[src/rtl/mode_extremum_tracker_pkg.sv]
// mode_cmp_pkg: shared FSM states, mode encodings and default width for the MAX/MIN trackers
package mode_cmp_pkg;
    typedef enum logic [1:0] {IDLE, ACCUM, DONE} state_t;
    localparam logic MODE_MAX = 1'b0;
    localparam logic MODE_MIN = 1'b1;
    localparam int DEF_WIDTH = 8;
endpackage

[src/rtl/mode_better_cmp.sv]
// mode_better_cmp: strict unsigned better-than test (cand > cur for MAX, cand < cur for MIN)
// ports: cand, cur (WIDTH samples), mode (0 MAX / 1 MIN) -> better
module mode_better_cmp
    import mode_cmp_pkg::*;
#(
    parameter int WIDTH = DEF_WIDTH
) (
    input  logic [WIDTH-1:0] cand,
    input  logic [WIDTH-1:0] cur,
    input  logic             mode,
    output logic             better
);
    assign better = (mode == MODE_MIN) ? (cand < cur) : (cand > cur);
endmodule

[src/rtl/mode_extremum_tracker.sv]
// mode_extremum_tracker: reduces a FRAME_LEN-sample stream to its MAX or MIN value and index
// ports: clk, rst_n (async low); start/m request a frame; din/in_valid/in_ready sample stream;
//        y/y_idx/out_valid/out_ready result stream; busy = not IDLE
module mode_extremum_tracker
    import mode_cmp_pkg::*;
#(
    parameter int WIDTH     = DEF_WIDTH,
    parameter int FRAME_LEN = 4,
    localparam int IDX_W    = (FRAME_LEN > 1) ? $clog2(FRAME_LEN) : 1
) (
    input  logic             clk,
    input  logic             rst_n,
    input  logic             start,
    input  logic             m,
    input  logic [WIDTH-1:0] din,
    input  logic             in_valid,
    output logic             in_ready,
    output logic [WIDTH-1:0] y,
    output logic [IDX_W-1:0] y_idx,
    output logic             out_valid,
    input  logic             out_ready,
    output logic             busy
);
    state_t           state, nxt;
    logic [IDX_W-1:0] cnt;
    logic             mode, better, acc, last;

    assign in_ready  = state == ACCUM;
    assign out_valid = state == DONE;
    assign busy      = state != IDLE;
    assign acc       = in_valid && in_ready;
    assign last      = cnt == IDX_W'(FRAME_LEN - 1);

    mode_better_cmp #(.WIDTH(WIDTH)) u_cmp (
        .cand  (din),
        .cur   (y),
        .mode  (mode),
        .better(better)
    );

    always_comb begin
        nxt = state;
        nxt = (state == IDLE)  ? (start ? ACCUM : IDLE) :
              (state == ACCUM) ? ((acc && last) ? DONE : ACCUM) :
                                 (out_ready ? IDLE : DONE);
    end

    always_ff @(posedge clk or negedge rst_n)
        if (!rst_n) state <= IDLE;
        else        state <= nxt;

    // the first sample of a frame loads unconditionally; later ones only on a strict win,
    // so ties keep the earliest index
    always_ff @(posedge clk or negedge rst_n)
        if (!rst_n) begin
            y     <= '0;
            y_idx <= '0;
            cnt   <= '0;
            mode  <= MODE_MAX;
        end else if (state == IDLE && start) begin
            mode <= m;
            cnt  <= '0;
        end else if (acc) begin
            if (cnt == '0 || better) begin
                y     <= din;
                y_idx <= cnt;
            end
            cnt <= last ? '0 : cnt + IDX_W'(1);
        end
endmodule

[config.mk]
export PLATFORM = sky130hd
export DESIGN_NAME = mode_extremum_tracker
export DESIGN_NICKNAME = d
export VERILOG_FILES = /design/src/rtl/mode_extremum_tracker_pkg.sv /design/src/rtl/mode_better_cmp.sv /design/src/rtl/mode_extremum_tracker.sv
export SDC_FILE = /design/constraint.sdc
export NUM_CORES = 1
export LEC_CHECK = 0
export ABC_AREA = 1
export ABC_CLOCK_PERIOD_IN_PS = 3100
export CAP_MARGIN = 40
export CORE_MARGIN = 2
export CORE_UTILIZATION = 43
export CTS_BUF_LIST = sky130_fd_sc_hd__clkbuf_4 sky130_fd_sc_hd__clkbuf_8 sky130_fd_sc_hd__clkbuf_16
export CTS_CLUSTER_DIAMETER = 80
export CTS_CLUSTER_SIZE = 10
export DETAILED_ROUTE_END_ITERATION = 12
export GPL_ROUTABILITY_DRIVEN = 1
export PLACE_DENSITY = 0.86
export SYNTH_ARGS = -nofsm -noshare
export SYNTH_HDL_FRONTEND = slang
export SYNTH_SLANG_ARGS = --single-unit
[constraint.sdc]
create_clock -name clk -period 3.1 [get_ports clk]
set_input_delay 0.62 -clock clk [delete_from_list [all_inputs] [get_ports clk]]
set_output_delay 0.62 -clock clk [all_outputs]
set_load 0.03 [all_outputs]
==> reports/metrics.csv, run 1 <==
metric,value,unit
nets,166,
io_buffers,26,
core_area,1962,sq um
row_count,16,
routed-via-count,795,
ctsResizeCount,0,
final_common_cell,nand2_1,
drive_gt1_frac,0.07092,
die_y,49.52,um
cp_max_fo,11,
syn-cell-area,890.9,sq um
worstSkewPairLatency,280,ps
period_needed,2161,ps
drc,0,
final-hold-violation-count,0,
grt_pass1_wl,3.111,mm
ys_types,16,
worstPathRequired,3320,ps
antenna_found_initial,0,
crit_path_start_kind,primary input,
cts_root_buf,clkbuf_4,
min_path_type,reg2reg,
cts_tree,built,
netlist_instances,113,
n_fill_cell,188,
seq_area,375.4,sq um
place_area,1166,sq um
setup_violations,0,
clockBufferDepth,2,
worstSetupPathType,in2reg,
cts.sinks,15,
syn_nets,137,
cts-buffers-inserted,3,
grt_pass1_vias,763,
synth_top_area_frac,0.4213,
synthTopCellsByArea,"dfrtp_1 (42%), nand2_1 (16%), ha_1 (14%)",
cap_viol_max_count,0,
antenna_left,0,
ys_seq_elements,15,
ctsHoldBuffers,0,
final_max_slew_viol_count,0,
grt_use_met2,0.2905,
grtUsageTotal,0.1624,
arrival,2380,ps
netlist.top_cell.by_area,dfrtp_1,
dp_hpwl,1.425,mm
die-area,2452,sq um
setup-tns-final,0,ps
finalWirelength,1.782,mm
gp_congestion,0.8497,
grt_use_met1,0.1926,
ir_drop,0.5596,mV
overflow,0,
multi_input_area,425.4,sq um
crit_path_end_kind,register,
layout.cells.non_filler,168,
fin_crit_sh,0.6970,
rsz0062_at_grt,false,
ioPinCount,27,
final.setup_skew,2.092,ps
post_cts_buffers,0,
power,1.208,mW
path_clk_slew,90,ps
fmax,462.8,MHz
ys_warn_count,0,
ys_seq_area_frac,0.4213,
htree_levels,1,
start_util,0.4541,
drt_iter0_markers,9,
drtPass1Iterations,3,
antenna_cells,0,
leakagePower,0.6283,nW
powerDensity,1010,nW/um^2
post-place-cells,164,
busiest_layer,met2,
grt_use_met3,0.03333,
wire_per_inst,10.61,um
status,finished clean,
final_cell_mix,"nand2_1 (37), clkdlybuf4s50_1 (26), inv_1 (18)",
fp.dieW,49.52,um
grt_max_degree,16,
syn_avg_cell_area,7.884,sq um
syn_to_final_growth,34.27,%
vias_per_cell,4.732,
slew_headroom,0.5473,
final_core_util,0.6097,
tightestPinTransition,677.0,ps
finalInstanceArea,1196,sq um
[cells in the mapped netlist]
cell type	n
nand2_1	37
nor2_2	2
nand3_1	12
nor2_1	5
buf_4	1
buf_6	1
nand3_2	1
dfrtp_1	15
a21o_1	1
inv_1	18
o21ai_0	2
ha_1	10
nand2_2	1
a21oi_1	5
inv_2	1
mux2_2	1
[path summary, 6_finish.rpt]
kind / start / end / slack [ps] / depth (start not counted)
worst min register to register: y_idx[1] / y_idx[1] / 490 / 2
worst min-delay path: y_idx[1] / y_idx[1] / 490 / 2
min in group asynchronous: rst_n / y[7] / 740 / 1
max in group asynchronous: rst_n / cnt[0] / 1930 / 1
worst max register to register: y[7] / y[6] / 1290 / 10
worst max-delay path: din[7] / y[6] / 940 / 10
[cell families (layout without fill, tap and decap cells)]
family / after synthesis / in the layout / synth area share
muxes: 1 / 1 / 0.01264
and+or+nand+nor: 58 / 58 / 0.2767
adders and majority gates: 10 / 10 / 0.1404
DFF: 15 / 15 / 0.4213
AOI/OAI and AO/OA: 8 / 8 / 0.04775
buffers and inverters: 21 / 49 / 0.1011
[power by group]
part           internal, mW  switching, mW
clock network        0.0587         0.0606
registers             0.288         0.0694
logic                 0.288          0.444
[layer usage]
layer / vias to the layer above / wire [um]
met5: - / 0
met4: 0 / 13
met3: 2 / 88
met2: 21 / 884
met1: 363 / 795
li1: 409 / -
[state kept, by name, indices dropped and copies added, names as in the netlist]
signal and cells:
mode 1, y_idx 2, state 2, y 8
cnt 2
[through the flow]
step                hold slack (ps)  setup WS, ps
global route                  519.2         746.9
floorplan                     324.4          1374
finish                        486.0         939.4
CTS                           490.4         941.9
detailed placement            465.9         649.3
global placement              469.0         697.7
[critical path, cell delays in order]
cell             delay (ps)
clkdlybuf4s50_1         500
ha_1                    250
a21o_1                  190
nor2_2                  130
nand2_1                  60
nand2_1                  70
nand3_2                 190
nand2_2                 230
nand2_1                  80
nand2_1                  60
[area by class of cell]
class | instances | area share
inverters | 19 | 0.05962
well taps | 27 | 0.02824
flip-flops and latches | 15 | 0.3138
multi-input cells | 77 | 0.3556
clock buffers | 4 | 0.02510
repair buffers | 26 | 0.2176
Note: power is estimated with default switching activity, not from simulation.
==> run 2, diff against run 1 <==
Settings changed: ABC_CLOCK_PERIOD_IN_PS 3100 to 1860, CORE_UTILIZATION 43 to 41.
Clock period 3.1 ns to 1.86 ns, I/O delays scaled along.
==> reports/metrics.csv, run 2 (synthesis results as in run 1) <==
metric,value,unit,change
status,finished clean,,
layout.cells.non_filler,175,,+4.2%
start_util,0.4450,,-0.009082
clockBufferDepth,2,,unchanged
cts.sinks,15,,unchanged
largest_register_ffs,8,,unchanged
path_cells,clkdlybuf4s50_1 -> ha_4 -> nand2_1 -> nor2_2 -> nand2_1 -> nand3_1 -> nand3_4 -> buf_6 -> nand3_1 -> nand2_1,,
cap_viol_max_count,0,,unchanged
worstPathRequired,2040,ps,-1280 ps
fin_crit_sh,0.9649,,
top_register,y,,
drc,0,,unchanged
crit_path_start,din[7],,
path_buf_inv,2,,+1
fp.dieW,50.62,um,+2.2%
worstSkewPairLatency,290,ps,about the same
hold_ws,383.6,ps,-102.4 ps
finalWirelength,2.099,mm,+18%
power_frac_clock,0.090,,-0.009
cpMostUsedCell,nand2_1,,
leakagePower,0.6863,nW,+9.2%
die_y,50.62,um,+2.2%
max_stage_delay,470,ps,-30 ps
switchingPower,1.066,mW,+86%
grt_max_degree,16,,unchanged
path_clk_slew,90,ps,about the same
power,2.239,mW,+85%
drtPass1Iterations,4,,+1
overflow,0,,unchanged
final_max_slew_viol_count,0,,unchanged
crit_path_start_kind,primary input,,
worstSetupPathType,in2reg,,
seqPwrFrac,0.268,,-0.028
htree_levels,1,,unchanged
crit_path_top_delay_cell,clkdlybuf4s50_1,,
combPwrFrac,0.642,,+0.036
gp_congestion,0.8289,,-2.4%
crit_path_end_kind,register,,
crit_family,simple AND/OR/NAND/NOR gates,,
final.setup_skew,5.945,ps,+3.853 ps
final_common_cell,nand2_1,,
wire_per_inst,11.99,um,+13%
antenna_found_initial,0,,unchanged
syn_to_final_growth,46.49,%,
dp_hpwl,1.570,mm,+10%
grt_pass1_wl,3.622,mm,+16%
die-area,2562,sq um,+4.5%
vias_per_cell,4.897,,+3.5%
post_cts_buffers,0,,unchanged
grt_pass1_vias,870,,+14%
post-place-cells,171,,+4.3%
routed-via-count,857,,+7.8%
crit-reg2reg-launch,y[2],,
ir_drop,0.8751,mV,+56%
cts-buffers-inserted,3,,unchanged
cp_max_fo,3,,-8
fmax,557.2,MHz,
n_fill_cell,169,,-10%
nets,173,,+4.2%
antenna_cells,0,,unchanged
tightestPinTransition,311.4,ps,-365.6 ps
period_needed,1795,ps,
cts_tree,built,,
ctsResizeCount,3,,+3
setup-tns-final,0,ps,unchanged
place_area,1219,sq um,+4.5%
switching_share,0.4764,,+0.001291
finalInstanceArea,1305,sq um,+9.1%
setup_violations,0,,unchanged
antenna_left,0,,unchanged
min_path_type,in2async,,
arrival,1980,ps,-400 ps
p_int,1.172,mW,+85%
core_area,2002,sq um,+2.0%
cts_root_buf,clkbuf_4,,
drt_iter0_markers,7,,-2
io_buffers,26,,unchanged
ioPinCount,27,,unchanged
ctsHoldBuffers,0,,unchanged
slew_headroom,0.7917,,+0.2445
final_cell_mix,"nand2_1 (36), clkdlybuf4s50_1 (22), inv_1 (18)",,
grtUsageTotal,0.1863,,+0.02393
row_count,16,,unchanged
powerDensity,1715,nW/um^2,+70%
drive_gt1_frac,0.1554,,+0.08448
final-hold-violation-count,0,,unchanged
-- run 2: worst paths after layout --
check | to | slack (ps) | cells after the start
worst min-delay path | y[6] | 380 | 2
min in group clk | y[3] | 420 | 3
worst max-delay path | y_idx[1] | 70 | 10
worst max register to register | y_idx[1] | 180 | 13
max in group asynchronous | y_idx[1] | 1300 | 2
worst min register to register | y_idx[0] | 470 | 2
-- run 2: worst reg2reg max path, stage by stage (launching register included) --
cell	delay (ps)
dfrtp_1	380
inv_1	60
ha_1	300
nand2_1	100
inv_1	40
nand2_1	50
nand2_1	50
nand2_1	80
nand2_1	60
nand2_2	80
nand3_4	100
buf_6	140
nand3_1	80
nand2_1	60
-- run 2: area by class of cell --
cell class | instances | area (sq um) | share of cell area
Clock buffer | 4 | 30.03 | 0.02301
Inverter | 19 | 71.32 | 0.05465
Multi-Input combinational cell | 77 | 475.5 | 0.3643
Sequential cell | 15 | 375.4 | 0.2876
Tap cell | 27 | 33.78 | 0.02589
Timing Repair Buffer | 33 | 319.1 | 0.2445
-- run 2: power by group through the flow --
stage | Sequential (mW) | Combinational [mW] | Clock, mW
after floorplan | 0.780 | 0.670 | 0
after global placement | 0.591 | 1.27 | 0
after detailed placement | 0.602 | 1.32 | 0
after CTS | 0.597 | 1.31 | 0.209
after global routing | 0.622 | 1.59 | 0.230
final | 0.599 | 1.44 | 0.202
-- run 2: metal layers --
| metal | global-route usage | share of wire |
|---|---|---|
| met5 | 0 | 0 |
| met4 | 0.05405 | 0.011 |
| met3 | 0.04167 | 0.050 |
| met2 | 0.3465 | 0.53 |
| met1 | 0.2101 | 0.41 |
-- run 2: stage by stage --
step | setup slack (ps) | util
3_3_place_gp | -143.0 | 0.6088
2_1_floorplan | 145.2 | -
4_1_cts | 87.45 | 0.6219
6_report | 65.31 | 0.6519
5_1_grt | -25.83 | 0.6519
3_5_place_dp | -208.7 | 0.6088
